$ cat src/rtl/tour_pkg.sv
// Shared types and constants for the tour command path: opcodes, headings,
// host response bytes and the tour FSM state encoding.
package tour_pkg;

  localparam logic [3:0] OP_MOVE         = 4'b0100;
  localparam logic [3:0] OP_MOVE_FANFARE = 4'b0101;
  localparam logic [3:0] OP_CALIBRATE    = 4'b0010;
  localparam logic [3:0] OP_TOUR_GO      = 4'b0110;

  localparam logic [7:0] HDG_N = 8'h00;
  localparam logic [7:0] HDG_W = 8'h3F;
  localparam logic [7:0] HDG_S = 8'h7F;
  localparam logic [7:0] HDG_E = 8'hBF;

  localparam logic [7:0] RESP_ACK = 8'hA5;
  localparam logic [7:0] RESP_POS = 8'h5A;

  typedef enum logic [2:0] {
    IDLE,
    VERT,
    VERT_WT,
    HORZ,
    HORZ_WT
  } tour_state_e;

endpackage

$ cat src/rtl/tour_move_decode.sv
// One-hot knight move to vertical/horizontal command-processor MOVE commands.
// Build option TOUR_CMD_FANFARE_EN selects the fanfare opcode on the horizontal leg.
module tour_move_decode
  import tour_pkg::*;
(
  input  logic [7:0]  move,
  output logic [15:0] vert_cmd,
  output logic [15:0] horz_cmd
);

`ifdef TOUR_CMD_FANFARE_EN
  localparam logic [3:0] HORZ_OP = OP_MOVE_FANFARE;
`else
  localparam logic [3:0] HORZ_OP = OP_MOVE;
`endif

  logic [2:0] sel;
  logic       found;
  logic       x_pos, y_pos;
  logic [2:0] x_mag, y_mag;

  // Lowest set bit wins when the move byte is not strictly one-hot
  always_comb begin
    sel   = '0;
    found = 1'b0;
    for (int unsigned i = 0; i < 8; i++) begin
      if (move[i] && !found) begin
        sel   = i[2:0];
        found = 1'b1;
      end
    end
  end

  always_comb begin
    x_pos = 1'b1;
    x_mag = 3'd1;
    y_pos = 1'b1;
    y_mag = 3'd2;
    case (sel)
      3'd0: begin x_pos = 1'b1; x_mag = 3'd1; y_pos = 1'b1; y_mag = 3'd2; end
      3'd1: begin x_pos = 1'b0; x_mag = 3'd1; y_pos = 1'b1; y_mag = 3'd2; end
      3'd2: begin x_pos = 1'b0; x_mag = 3'd2; y_pos = 1'b1; y_mag = 3'd1; end
      3'd3: begin x_pos = 1'b0; x_mag = 3'd2; y_pos = 1'b0; y_mag = 3'd1; end
      3'd4: begin x_pos = 1'b0; x_mag = 3'd1; y_pos = 1'b0; y_mag = 3'd2; end
      3'd5: begin x_pos = 1'b1; x_mag = 3'd1; y_pos = 1'b0; y_mag = 3'd2; end
      3'd6: begin x_pos = 1'b1; x_mag = 3'd2; y_pos = 1'b0; y_mag = 3'd1; end
      default: begin x_pos = 1'b1; x_mag = 3'd2; y_pos = 1'b1; y_mag = 3'd1; end
    endcase
  end

  assign vert_cmd = {OP_MOVE, (y_pos ? HDG_N : HDG_S), 1'b0, y_mag};
  assign horz_cmd = {HORZ_OP, (x_pos ? HDG_E : HDG_W), 1'b0, x_mag};

endmodule

$ cat src/rtl/tour_cmd.sv
// Muxes host (UART) commands with self-generated knight-tour MOVE commands.
// Build option TOUR_CMD_FANFARE_EN (in tour_move_decode) enables fanfare moves.
module tour_cmd
  import tour_pkg::*;
#(
  parameter int unsigned NUM_MOVES = 24
) (
  input  logic        clk,
  input  logic        rst_n,
  input  logic        start_tour,
  input  logic [7:0]  move,
  output logic [4:0]  mv_indx,
  input  logic [15:0] cmd_UART,
  input  logic        cmd_rdy_UART,
  output logic        clr_cmd_rdy_UART,
  output logic [15:0] cmd,
  output logic        cmd_rdy,
  input  logic        clr_cmd_rdy,
  input  logic        send_resp,
  output logic [7:0]  resp
);

  localparam logic [4:0] LAST_IDX = 5'(NUM_MOVES - 1);

  tour_state_e state, nxt_state;
  logic [15:0] vert_cmd, horz_cmd;
  logic        last_move;
  logic        clr_indx, inc_indx;

  tour_move_decode u_decode (
    .move     (move),
    .vert_cmd (vert_cmd),
    .horz_cmd (horz_cmd)
  );

  assign last_move = (mv_indx == LAST_IDX);

  always_ff @(posedge clk) begin
    if (!rst_n) begin
      state   <= IDLE;
      mv_indx <= '0;
    end else begin
      state <= nxt_state;
      if (clr_indx)
        mv_indx <= '0;
      else if (inc_indx)
        mv_indx <= mv_indx + 5'd1;
    end
  end

  always_comb begin
    nxt_state        = state;
    clr_indx         = 1'b0;
    inc_indx         = 1'b0;
    cmd              = vert_cmd;
    cmd_rdy          = 1'b0;
    clr_cmd_rdy_UART = 1'b0;
    resp             = RESP_POS;
    case (state)
      IDLE: begin
        cmd              = cmd_UART;
        cmd_rdy          = cmd_rdy_UART;
        clr_cmd_rdy_UART = clr_cmd_rdy;
        resp             = RESP_ACK;
        if (start_tour) begin
          clr_indx  = 1'b1;
          nxt_state = VERT;
        end
      end
      // An empty move slot terminates the tour without issuing anything
      VERT: begin
        if (move == 8'h00) begin
          nxt_state = IDLE;
        end else begin
          cmd_rdy = 1'b1;
          if (clr_cmd_rdy)
            nxt_state = VERT_WT;
        end
      end
      VERT_WT: begin
        if (send_resp)
          nxt_state = HORZ;
      end
      HORZ: begin
        cmd     = horz_cmd;
        cmd_rdy = 1'b1;
        if (clr_cmd_rdy)
          nxt_state = HORZ_WT;
      end
      HORZ_WT: begin
        cmd = horz_cmd;
        if (last_move)
          resp = RESP_ACK;
        if (send_resp) begin
          if (last_move) begin
            nxt_state = IDLE;
          end else begin
            inc_indx  = 1'b1;
            nxt_state = VERT;
          end
        end
      end
      default: nxt_state = IDLE;
    endcase
  end

endmodule

$ cat config.mk
export PLATFORM = sky130hd
export DESIGN_NAME = tour_cmd
export DESIGN_NICKNAME = d
export VERILOG_FILES = /design/src/rtl/tour_pkg.sv /design/src/rtl/tour_move_decode.sv /design/src/rtl/tour_cmd.sv
export SDC_FILE = /design/constraint.sdc
export NUM_CORES = 1
export LEC_CHECK = 0
export BUFFER_PORTS_ARGS = -buffer_cell sky130_fd_sc_hd__buf_4
export CORE_MARGIN = 4
export CORE_UTILIZATION = 30
export CTS_CLUSTER_SIZE = 14
export DETAILED_ROUTE_END_ITERATION = 16
export HOLD_SLACK_MARGIN = 0.03
export SLEW_MARGIN = 0
export SYNTH_ARGS = -nofsm -noshare
export SYNTH_HDL_FRONTEND = slang
export SYNTH_SLANG_ARGS = --single-unit
$ cat constraint.sdc
create_clock -name clk -period 1.7 [get_ports clk]
set_clock_uncertainty 0.05 [all_clocks]
set_input_delay 0 -clock clk [delete_from_list [all_inputs] [get_ports clk]]
set_output_delay 0 -clock clk [all_outputs]
set_load 0.01 [all_outputs]
# [Word level (Yosys, flattened, before mapping)]
# Index checks and enable logic that the tools add are counted.
[classes] addsub=1 eq_ne=16 n_mux=37 bitwise_logic=1 reduce_logical=23
[ops] operator="one-hot mux 16 bit (2 select lines)" n=1
[ops] operator="two-way mux 3 bit" n=10
[ops] operator="two-way mux 1 bit" n=16
[ops] operator="two-way mux 8 bit" n=2
[ops] operator="one-hot mux 8 bit (2 select lines)" n=1
[ops] operator="one-hot mux 3 bit (5 select lines)" n=1
[ops] operator="equality test 3 x 2 -> 1 bit, second input constant" n=4
[ops] operator="equality test 3 bit, second input constant" n=4
[ops] operator="OR reduction 4 bit" n=3
[ops] operator="zero test 8 bit" n=1
[ops] operator="two-way mux 2 bit" n=4
[ops] operator="!= test 2 bit, second input constant" n=4
[ops] operator="logical AND 1 bit" n=7
[ops] operator="zero test 1 bit" n=7
[ops] operator="two-way mux 7 bit" n=1
[ops] operator="equality test 3 x 1 -> 1 bit, second input constant" n=2
[ops] operator="zero test 3 bit" n=2
[ops] operator="adder 5 x 1 -> 5 bit, second input constant" n=1
[ops] operator="equality test 5 bit, second input constant" n=1
[ops] operator="AND reduction 5 bit" n=1
[ops] operator="OR reduction 2 bit" n=2
[ops] operator="!= test 3 bit, second input constant" n=1
[ops] operator="one-hot mux 1 bit (3 select lines)" n=1
[ops] operator="inverter 1 bit" n=1
[word_totals] ff_bits=8 input_bits=30 out_inout_bits=31

# [Longest topological paths before layout]
[depth] word_depth=26 depth_mapped=6 ltp_nobuf=5

# [Modules after synthesis]
# From an unflattened synthesis, not the netlist that was laid out.
[unflattened] hier_cells=214 area_unflattened_um2=1421.4
[by_module_without_submodules] mod="tour_cmd" n_inst=1 cells_per_inst=175 area_each_um2=1134.8 seq_area_each_um2=160.2
[by_module_without_submodules] mod="tour_move_decode" n_inst=1 cells_per_inst=39 area_each_um2=286.5 seq_area_each_um2=0.0

# [Least setup slack after synthesis]
# Ideal clock, no wire load.
[synth_timing] path_type="register to output" start="reg mv_indx[0]" end="out resp[3]" arrival_ns=1.424 t_required_ns=1.650 slack_ns=0.226 stages_incl_launch_ff=7 path_buffers=1 path_cell_list="dfxtp_1 > ha_1 > nand4b_1 > nand2_1 > and2_1 > inv_1 > buf_4"
[synth_between] elab_chain_cells=3
[synth_lines] element="from (decl)" line_no="tour_cmd.sv:12" text="output logic [4:0] mv_indx,"
[synth_lines] element="from (signal assigned)" line_no="tour_cmd.sv:47" text="mv_indx <= mv_indx + 5'd1;"
[synth_lines] element="equality test 5 bit" line_no="tour_cmd.sv:36" text="assign last_move = (mv_indx == LAST_IDX);"
[synth_lines] element="two-way mux 8 bit" line_no="tour_cmd.sv:92" text="if (last_move)"
[synth_lines] element="one-hot mux 8 bit (2 select lines)" line_no="tour_cmd.sv:59" text="case (state)"
[synth_lines] element="to (decl)" line_no="tour_cmd.sv:20" text="output logic [7:0] resp"
# Every way passes these cells.

# [Worst setup path in the final report]
[layout_timing] start="reg state[2]" end="out cmd[0]"
[layout_between] elab_chain_cells=3
[layout_lines] element="from (decl)" line_no="tour_cmd.sv:25" text="tour_state_e state, nxt_state;"
[layout_lines] element="from (signal assigned)" line_no="tour_cmd.sv:43" text="state <= nxt_state;"
[layout_lines] element="equality test 3 bit / equality test 3 x 2 -> 1 bit (equally long branches)" line_no="tour_cmd.sv:59"
[layout_lines] element="OR reduction 2 bit (no line)"
[layout_lines] element="one-hot mux 16 bit (2 select lines) (*)" line_no="tour_cmd.sv:59"
[layout_lines] element="to (decl)" line_no="tour_cmd.sv:16" text="output logic [15:0] cmd,"
# Mark *: on every way between the ends. The rest lies on a longest branch, timed or not.

==> impl_metrics.yaml <==
placement:
  post-place-ws_ns: 0.172
  placed_area_um2: 1230
  finalWeightedCongestion: 0.797
  place_inst: 189
  hpwl_um: 2020
  io_buffers: 60
synth:
  synth_ff_type: "dfxtp_1"
  yosys-top-cells-area: "dfxtp_1 20%, and2_1 6.2%, buf_4 5.6%"
  yosysWarnings: 0
  synth_edf_count: 0
  synth-seq-cells: 8
  synth_nets: 139
  syn_inst: 108
  avgSynthCellArea_um2: 7.47
  async_flop_share_pct: 0
  synth_top_area_cell: "dfxtp_1"
  synth_top_area_share_pct: 19.8
  seq_area_frac_synth_pct: 19.8
  synth_area_um2: 807
  synthDistinctLibCells: 40
grt:
  gr-usage-all-layers_pct: 13.8
  grt_pass1_vias: 910
  grt_pass1_wl_um: 3910
  grt_max_degree: 14
  grt.overflow.total: 0
  grt_antenna_before_repair: 0
worst_setup_path:
  cp-start-kind: "flip-flop"
  cp-end-kind: "output port"
  r2r_slack_ns: 0.28
  crit_path_end: "cmd[0]"
  path_max_fanout: 10
  crit_type: "reg -> out"
  worst-endpoint-required_ns: 1.65
  r2r-start: "state[2]$_SDFFE_PN0P_"
  crit_start: "state[2]$_SDFFE_PN0P_"
  r2r_cells: 5
  worstPathArrival_ns: 1.57
  r2r-end: "mv_indx[0]$_SDFFE_PP0P_"
timing:
  fin_hold_ws_ns: 0.0675
  finalMaxSlewViolations: 0
  slew_headroom_pct: 64.7
  final_hold_viol_count: 0
  min_period_ns: 1.62
  worst_slack_ns: 0.0803
  fmax_mhz: 617
  tightest_slew_ns: 0.523
  finalSetupViolCount: 0
  period_share_pct: 95.3
  rsz0062_at_grt: "no"
  setup_tns_ns: 0
power:
  ir_worst_vdd_mv: 0.359
  power_density_nw_per_um2: 590
  p_leak_nw: 0.601
clocking:
  cts_tree: "yes"
  cts_max_path_buffers: 2
  cts_max_level: 1
  cts_buffers: 3
  clk_latency_ns: 0.26
  clkTransAtPathRegs_ns: 0.05
  root_buffer: "clkbuf_4"
  cts_sinks: 8
finish:
  fin_nets: 198
  insertedDiodeCount: 0
  fill_cells: 248
  syn_to_final_growth_pct: 60.2
  final_cell_mix: "63 x buf_4, 11 x nor2_1, 9 x nand2_1"
  final_common_cell: "buf_4"
  stdcell_area_um2: 1290
  layout-drive-gt1-share_pct: 49.1
  stdcell_count: 195
detailed_routing:
  vias: 955
  wl_um: 2440
  dr.pass1.iters: 6
  ant_nets: 0
  drt_iter0_markers: 23
  wl_per_cell_um: 12.5
  via_per_inst: 4.90
  drc_errors: 0
floorplanning:
  die_h_um: 59.9
  io_pins: 61
  rows: 18
  core_um2: 2520
  die_area_um2: 3580
  die_w_um: 59.9
  initial_utilization_pct: 32.0
worst_hold_path:
  hold_class: "in -> reg"
run:
  cap_violations: 0
outcome:
  status: "finished, final reports clean"
worst max-delay path, stage by stage, from the launching register on:
cell,delay (ns)
dfxtp_4,0.37
nand2b_4,0.15
and2_4,0.15
o211ai_2,0.13
or3b_1,0.35
buf_4,0.15
how the worst min path moves through the flow:
stage	start	cells after the start	slack, ns	to
detailed placement	rst_n	2	0.19	state[2]$_SDFFE_PN0P_
finish	send_resp	3	0.07	state[2]$_SDFFE_PN0P_
global placement	rst_n	2	0.18	state[2]$_SDFFE_PN0P_
CTS	send_resp	3	0.07	state[2]$_SDFFE_PN0P_
global route	send_resp	3	0.08	state[2]$_SDFFE_PN0P_
floorplan	rst_n	1	0.07	state[2]$_SDFFE_PN0P_
area by class of cell:
cell class                 count  area (um^2)  area share (%)
clock buffer                   3         22.5            1.74
inverter                       5         18.8            1.45
multi-input combinational     84          551            42.6
sequential                     8          170            13.2
tap                           30         37.5            2.90
timing repair buffer          65          493            38.1
layer usage:
metal  global-route usage [%]  wire length (um)
met1                     16.8               991
met2                     25.2              1280
met3                     3.02               170
met4                     1.90                 0
met5                        0                 0
report_power, final:
| group | leakage (nW) | switching, mW | internal, mW | total (mW) |
|---|---|---|---|---|
| clock | 0.0138 | 0.0647 | 0.0808 | 0.146 |
| sequential | 0.0671 | 0.0161 | 0.192 | 0.208 |
| combinational | 0.520 | 0.182 | 0.226 | 0.408 |
metrics by stage:
step           util [%]  total power, mW
2_1_floorplan         -            0.432
3_3_place_gp       48.8            0.616
3_5_place_dp       48.8            0.621
4_1_cts            50.9            0.769
5_1_grt            51.2            0.815
6_report           51.2            0.762
timing repair:
item | in CTS | in global routing
buffers inserted | 1 | 0
hold buffers | 2 | 0
resized for setup | 3 | 4
pin swaps | 0 | 1
endpoints found under the setup margin | 11 | 9
hold endpoints to repair | 3 | 0
kinds of logic (layout without fill, tap and decap cells):
logic type               after synthesis  in the layout  share of synthesized area, %
AND/OR/NAND/NOR                       50             50                          36.0
AO/OA/AOI/OAI                         28             28                          24.6
buffers and inverters                 16             73                          12.2
flip-flops                             8              8                          19.8
XOR/XNOR                               4              4                          4.34
adder cells (fa/ha/maj)                1              1                          1.55
multiplexers                           1              1                          1.40
state kept, by name (all words and copies together), names as in the netlist:
| register | cells |
|---|---|
| state | 3 |
| mv_indx | 5 |
cells in the mapped netlist (2+ instances only):
| master | n |
|---|---|
| inv_1 | 5 |
| nand2_1 | 9 |
| a31oi_1 | 2 |
| o21ai_0 | 4 |
| nor2_1 | 11 |
| buf_4 | 6 |
| o22ai_1 | 2 |
| and2_1 | 8 |
| clkbuf_1 | 2 |
| xor2_1 | 4 |
| a21oi_1 | 7 |
| buf_6 | 2 |
| o21a_1 | 6 |
| or3_1 | 3 |
| dfxtp_1 | 8 |
| nand3_1 | 3 |
| nand2b_1 | 3 |
No activity file was read; power rests on OpenSTA's default activity.
